==> config.mk <==
export PLATFORM = sky130hd
export DESIGN_NAME = voice_allocator
export DESIGN_NICKNAME = d
export VERILOG_FILES = /design/src/rtl/voice_allocator.sv
export SDC_FILE = /design/constraint.sdc
export NUM_CORES = 1
export LEC_CHECK = 0
export BUFFER_PORTS_ARGS = -buffer_cell sky130_fd_sc_hd__clkbuf_2
export CORE_MARGIN = 10
export CORE_UTILIZATION = 31
export DETAILED_ROUTE_END_ITERATION = 7
export PLACE_DENSITY = 0.6
export SLEW_MARGIN = 25
export SYNTH_ARGS = -nofsm -noshare
export SYNTH_HDL_FRONTEND = slang
export SYNTH_SLANG_ARGS = --single-unit
export TNS_END_PERCENT = 1
==> constraint.sdc <==
create_clock -name clk -period 3.1 [get_ports clk]
set_input_delay 0.155 -clock clk [delete_from_list [all_inputs] [get_ports clk]]
set_output_delay 0.155 -clock clk [all_outputs]
set_load 0.005 [all_outputs]
==> src/rtl/voice_allocator.sv <==
// voice_allocator -- polyphony controller for a bank of oscillator voices.
//
// Turns key press/release pulses into per-voice enable and divider settings.
// A new note goes to the lowest-index free voice. When every voice is busy,
// the least recently allocated voice is stolen. All outputs are registered.
//
// Ports:
//   clk            system clock (10 MHz)
//   nrst           asynchronous active-low reset
//   key_press      single-cycle pulse: key_idx pressed
//   key_release    single-cycle pulse: key_idx released
//   key_idx        note 0..12 (C4..C5); 13..15 are ignored
//   oct_shift      octave up-shift 0..3, sampled with key_press
//   all_off        panic: clears every enable, suppresses that cycle's events
//   voice_en       per-voice oscillator enable
//   voice_divider  per-voice divider, voice i at [16i+15:16i]
//   voice_key      key held by each voice, voice i at [4i+3:4i]
//   full           every voice enabled
//   steal          one-cycle pulse: the last press stole a voice
module voice_allocator #(
   parameter int NUM_VOICES = 4
) (
   input  logic                       clk,
   input  logic                       nrst,
   input  logic                       key_press,
   input  logic                       key_release,
   input  logic [3:0]                 key_idx,
   input  logic [1:0]                 oct_shift,
   input  logic                       all_off,
   output logic [NUM_VOICES-1:0]      voice_en,
   output logic [16*NUM_VOICES-1:0]   voice_divider,
   output logic [4*NUM_VOICES-1:0]    voice_key,
   output logic                       full,
   output logic                       steal
);

   localparam int RW = $clog2(NUM_VOICES);
   localparam logic [RW-1:0] OLDEST = RW'(NUM_VOICES - 1);

   // Clock divider for each chromatic note at 10 MHz.
   function automatic logic [15:0] note_divider(input logic [3:0] k);
      case (k)
         4'd0:    return 16'd38222;
         4'd1:    return 16'd36078;
         4'd2:    return 16'd34053;
         4'd3:    return 16'd32141;
         4'd4:    return 16'd30337;
         4'd5:    return 16'd28634;
         4'd6:    return 16'd27028;
         4'd7:    return 16'd25510;
         4'd8:    return 16'd24079;
         4'd9:    return 16'd22727;
         4'd10:   return 16'd21452;
         4'd11:   return 16'd20248;
         4'd12:   return 16'd19111;
         default: return 16'd1;
      endcase
   endfunction

   logic [NUM_VOICES-1:0] en_reg, en_next;
   logic [15:0]           div_reg  [NUM_VOICES];
   logic [15:0]           div_next [NUM_VOICES];
   logic [3:0]            key_reg  [NUM_VOICES];
   logic [3:0]            key_next [NUM_VOICES];
   logic [RW-1:0]         rank_reg [NUM_VOICES];   // 0 = newest allocation
   logic [RW-1:0]         rank_next[NUM_VOICES];
   logic                  full_reg, full_next;
   logic                  steal_reg, steal_next;

   logic                  key_ok, do_release, do_press;
   logic [NUM_VOICES-1:0] rel_match, en_after_rel, press_match;
   logic                  hit, any_free;
   logic [RW-1:0]         free_idx, oldest_idx, target_idx;
   logic [15:0]           new_div;

   assign key_ok     = (key_idx <= 4'd12);
   assign do_release = key_release && key_ok && !all_off;
   assign do_press   = key_press && key_ok && !all_off;
   assign new_div    = note_divider(key_idx) >> oct_shift;

   // The press sees the voice map after the release, so a same-cycle
   // release+press of one key frees the voice and then reallocates it.
   genvar gi;
   generate
      for (gi = 0; gi < NUM_VOICES; gi++) begin : g_match
         assign rel_match[gi]    = en_reg[gi] && (key_reg[gi] == key_idx);
         assign en_after_rel[gi] = en_reg[gi] && !(do_release && rel_match[gi]);
         assign press_match[gi]  = en_after_rel[gi] && (key_reg[gi] == key_idx);
      end
   endgenerate

   assign hit      = |press_match;
   assign any_free = ~&en_after_rel;

   // Lowest-index free voice and the voice holding the oldest rank.
   always_comb begin
      free_idx   = '0;
      oldest_idx = '0;
      for (int i = NUM_VOICES - 1; i >= 0; i--) begin
         if (!en_after_rel[i]) free_idx = RW'(i);
      end
      for (int i = 0; i < NUM_VOICES; i++) begin
         if (rank_reg[i] == OLDEST) oldest_idx = RW'(i);
      end
   end

   always_comb begin
      en_next    = en_after_rel;
      div_next   = div_reg;
      key_next   = key_reg;
      rank_next  = rank_reg;
      steal_next = 1'b0;
      target_idx = any_free ? free_idx : oldest_idx;
      if (all_off) begin
         en_next = '0;
      end else if (do_press) begin
         if (hit) begin
            // Retrigger: only the pitch (octave) is refreshed.
            for (int i = 0; i < NUM_VOICES; i++) begin
               if (press_match[i]) div_next[i] = new_div;
            end
         end else begin
            steal_next = !any_free;
            for (int i = 0; i < NUM_VOICES; i++) begin
               if (RW'(i) == target_idx) begin
                  en_next[i]   = 1'b1;
                  div_next[i]  = new_div;
                  key_next[i]  = key_idx;
                  rank_next[i] = '0;
               end else if (rank_reg[i] < rank_reg[target_idx]) begin
                  rank_next[i] = rank_reg[i] + RW'(1);
               end
            end
         end
      end
      full_next = &en_next;
   end

   always_ff @(posedge clk or negedge nrst) begin
      if (!nrst) begin
         en_reg    <= '0;
         full_reg  <= 1'b0;
         steal_reg <= 1'b0;
         for (int i = 0; i < NUM_VOICES; i++) begin
            div_reg[i]  <= 16'd1;
            key_reg[i]  <= 4'd0;
            rank_reg[i] <= RW'(i);
         end
      end else begin
         en_reg    <= en_next;
         div_reg   <= div_next;
         key_reg   <= key_next;
         rank_reg  <= rank_next;
         full_reg  <= full_next;
         steal_reg <= steal_next;
      end
   end

   assign voice_en = en_reg;
   assign full     = full_reg;
   assign steal    = steal_reg;

   generate
      for (gi = 0; gi < NUM_VOICES; gi++) begin : g_pack
         assign voice_divider[16*gi +: 16] = div_reg[gi];
         assign voice_key[4*gi +: 4]       = key_reg[gi];
      end
   endgenerate

endmodule

==> run_results.csv <==
group,metric,value,unit
critical_path,crit_path_max_fanout,9,
critical_path,r2r_start,"rank_reg[3]$_DFFE_PN1P_",
power,vdd_drop_max,0.259,mV
logic_synthesis,synth_area,0.00505,mm^2
sta,fmax,346,MHz
clock_network,postCtsSetupRepairBufs,0,
route,vias,3861,
placement,io_buffers,96,
power,powerDensity,623,mW/mm^2
clock_network,cts_tree,"done",
floorplanning,rows,46,
logic_synthesis,ys_seq_area_frac,0.468,
job,cap_violations,0,
finish,diodes,0,
sta,fin_crit,2.89,ns
logic_synthesis,synth_edf_count,0,
logic_synthesis,synth_nets,456,
floorplanning,start_util,0.317,
grt,grt_pass1_vias,3982,
grt,grt_pass1_wl,22800,um
route,routedWlPerCell,18.3,um
critical_path,reg2reg_slack,0.21,ns
critical_path,path_class,"flip-flop to flip-flop",
min_path,hold_end,"full$_DFF_PN0_",
finish,drive_gt1_frac,0.365,
critical_path,crit_path_start_kind,"flip-flop",
sta,finalSetupTns,0,ns
floorplanning,core_region_area,0.0159,mm^2
finish,fin_nets,565,
logic_synthesis,async_flop_share,1.00,
route,firstDrtPassIters,6,
power,p_leak,2.91,nW
sta,tightestPinTransition,0.834,ns
min_path,hold_class,"input pin to flip-flop",
logic_synthesis,synthCells,437,
grt,antenna_found_initial,0,
route,viasPerCell,5.03,
clock_network,root_buffer,"clkbuf_16",
clock_network,htree_num_levels,3,
logic_synthesis,ys_warn_count,0,
critical_path,worstReg2RegEnd,"rank_reg[2]$_DFFE_PN0P_",
critical_path,crit_arrival,3.10,ns
grt,track_usage,0.131,
critical_path,cp-end-kind,"flip-flop",
finish,largest_reg_flops,64,
sta,max_slew_margin,0.444,
finish,final_area,0.00615,mm^2
finish,n_fill_cell,1598,
clock_network,clock-sinks,94,
finish,area_growth,21.9,%
floorplanning,die_area,0.0218,mm^2
sta,hold_viol,0,
route,final_antenna_net_count,0,
floorplanning,dieHeight,148,um
min_path,min_from,"all_off",
floorplanning,die_w,148,um
floorplanning,pin_count,97,
route,drtIter0Drc,205,
clock_network,cts_buffers,9,
grt,grt-ovfl-total,0,
sta,finalCritPeriodShare,0.931,
route,drc,0,
logic_synthesis,syn_area_per_cell,11.5,um^2
clock_network,clockBufferDepth,2,
clock_network,path_clk_slew,0.07,ns
sta,slew_viol_final,0,
sta,rsz0062_at_grt,"false",
logic_synthesis,ys_seq_elements,94,
route,wirelength,14000,um
logic_synthesis,synth_ff_type,"dfrtp_1",
status,status,"finished, final reports clean",
critical_path,r2r_cells,8,
logic_synthesis,synthDistinctLibCells,61,
clock_network,clk_latency,0.35,ns
critical_path,required,3.31,ns
sta,fin_skew,0.00792,ns
placement,dpl_cell_area,0.00587,mm^2
sta,setup_violations,0,
grt,grt_max_degree,65,
finish,fin_util,0.386,
min_path,whs_path_depth,2,
placement,hpwl,10400,um
placement,place.gp.congestion,0.893,
[cell type report]
class / instances / area [um^2] / share of cell area
clock buffer: 13 / 250 / 0.0407
clock inverter: 3 / 20.0 / 0.00325
inverter: 20 / 75.1 / 0.0122
multi-input combinational: 300 / 2480 / 0.403
sequential: 94 / 2360 / 0.384
tap: 216 / 270 / 0.0439
timing repair buffer: 121 / 698 / 0.113
[per-stage QoR]
step | setup slack (ns) | hold WS, ns | power [W] | cells
3_5_place_dp | 0.208 | 0.311 | 0.00284 | 750
6_report | 0.214 | 0.0174 | 0.00383 | 767
4_1_cts | 0.226 | 0.0122 | 0.00390 | 767
2_1_floorplan | 0.214 | -0.141 | 0.00231 | 437
5_1_grt | 0.0285 | 0.0208 | 0.00410 | 767
3_3_place_gp | 0.275 | 0.296 | 0.00281 | 750
[worst max-delay path by stage]
stage / from / to / slack, ns / cells past startpoint
finish: rank_reg[3]$_DFFE_PN1P_ / rank_reg[2]$_DFFE_PN0P_ / 0.21 / 8
detailed placement: key_idx[0] / rank_reg[2]$_DFFE_PN0P_ / 0.21 / 11
global route: rank_reg[3]$_DFFE_PN1P_ / rank_reg[0]$_DFFE_PN1P_ / 0.03 / 8
CTS: rank_reg[3]$_DFFE_PN1P_ / rank_reg[0]$_DFFE_PN1P_ / 0.23 / 8
global placement: key_idx[0] / rank_reg[2]$_DFFE_PN0P_ / 0.27 / 11
floorplan: key_idx[0] / rank_reg[2]$_DFFE_PN0P_ / 0.21 / 12
[worst max-delay path, stage by stage (launching register included)]
cell and delay, ns:
dfstp_2 0.53, ha_1 0.30, nor2b_1 0.09, a2111oi_1 0.45, o21ai_2 0.19, and4_4 0.24, or4_4 0.61, o21ai_4 0.21
a222oi_1 0.12
[placed cells by master (no fill, tap or decap), drive strengths merged, types with 3 or more instances in the layout]
cell type	instances
nor2	17
a21o	3
clkbuf	108
dfstp	8
nand4	3
nor2b	7
mux2	73
xor2	8
nand2	31
ha	8
o21a	5
mux2i	12
nor3	11
a31o	3
inv	20
and4	3
o32ai	5
xnor2	9
dfrtp	86
nand2b	3
a21oi	17
a31oi	7
a211oi	8
o21ai	30
nand3	8
buf	25
a222oi	4
[power breakdown]
group / total, W / internal, W / switching [W]
registers: 0.00174 / 0.00154 / 0.000206
clock network: 0.00103 / 0.000565 / 0.000468
logic: 0.00106 / 0.000515 / 0.000542
[synthesized netlist by cell type, types with 4 or more instances]
| master | instances | area (um^2) |
|---|---|---|
| o21a_1 | 5 | 37.5 |
| nor2b_1 | 7 | 43.8 |
| nor2_1 | 17 | 63.8 |
| inv_1 | 19 | 71.3 |
| a21oi_1 | 17 | 85.1 |
| nand2_1 | 29 | 109 |
| dfrtp_1 | 86 | 2150 |
| a31oi_1 | 7 | 43.8 |
| o32ai_1 | 5 | 43.8 |
| mux2_1 | 44 | 495 |
| ha_1 | 8 | 100 |
| mux2_2 | 29 | 327 |
| xor2_1 | 8 | 70.1 |
| clkbuf_1 | 10 | 37.5 |
| dfstp_2 | 8 | 210 |
| o21ai_0 | 24 | 120 |
| nor3_1 | 7 | 35.0 |
| mux2i_1 | 12 | 120 |
| a211oi_1 | 5 | 37.5 |
| nand3_1 | 8 | 40.0 |
| o21ai_2 | 5 | 43.8 |
| a222oi_1 | 4 | 40.0 |
| buf_4 | 5 | 37.5 |
| xnor2_1 | 9 | 78.8 |
[per-layer routing]
layer	wire length, um	vias up	share of wire	track usage
li1	-	1802	-	-
met1	6270	1923	0.45	0.169
met2	6490	123	0.46	0.203
met3	1060	13	0.075	0.0473
met4	219	0	0.016	0.0391
met5	0	-	0	0
[cell families after synthesis]
logic type,count (synthesis),share of synthesized area
AO/OA/AOI/OAI,95,0.140
XOR/XNOR,17,0.0295
adder cells (fa/ha/maj),9,0.0218
buffers and inverters,43,0.0409
flip-flops,94,0.468
multiplexers,87,0.196
AND/OR/NAND/NOR,92,0.104
[repair_timing]
item,CTS,global route
gates resized for setup,0,0
hold endpoints to repair,60,0
hold buffers,1,0
(Power assumes the default switching activity.)
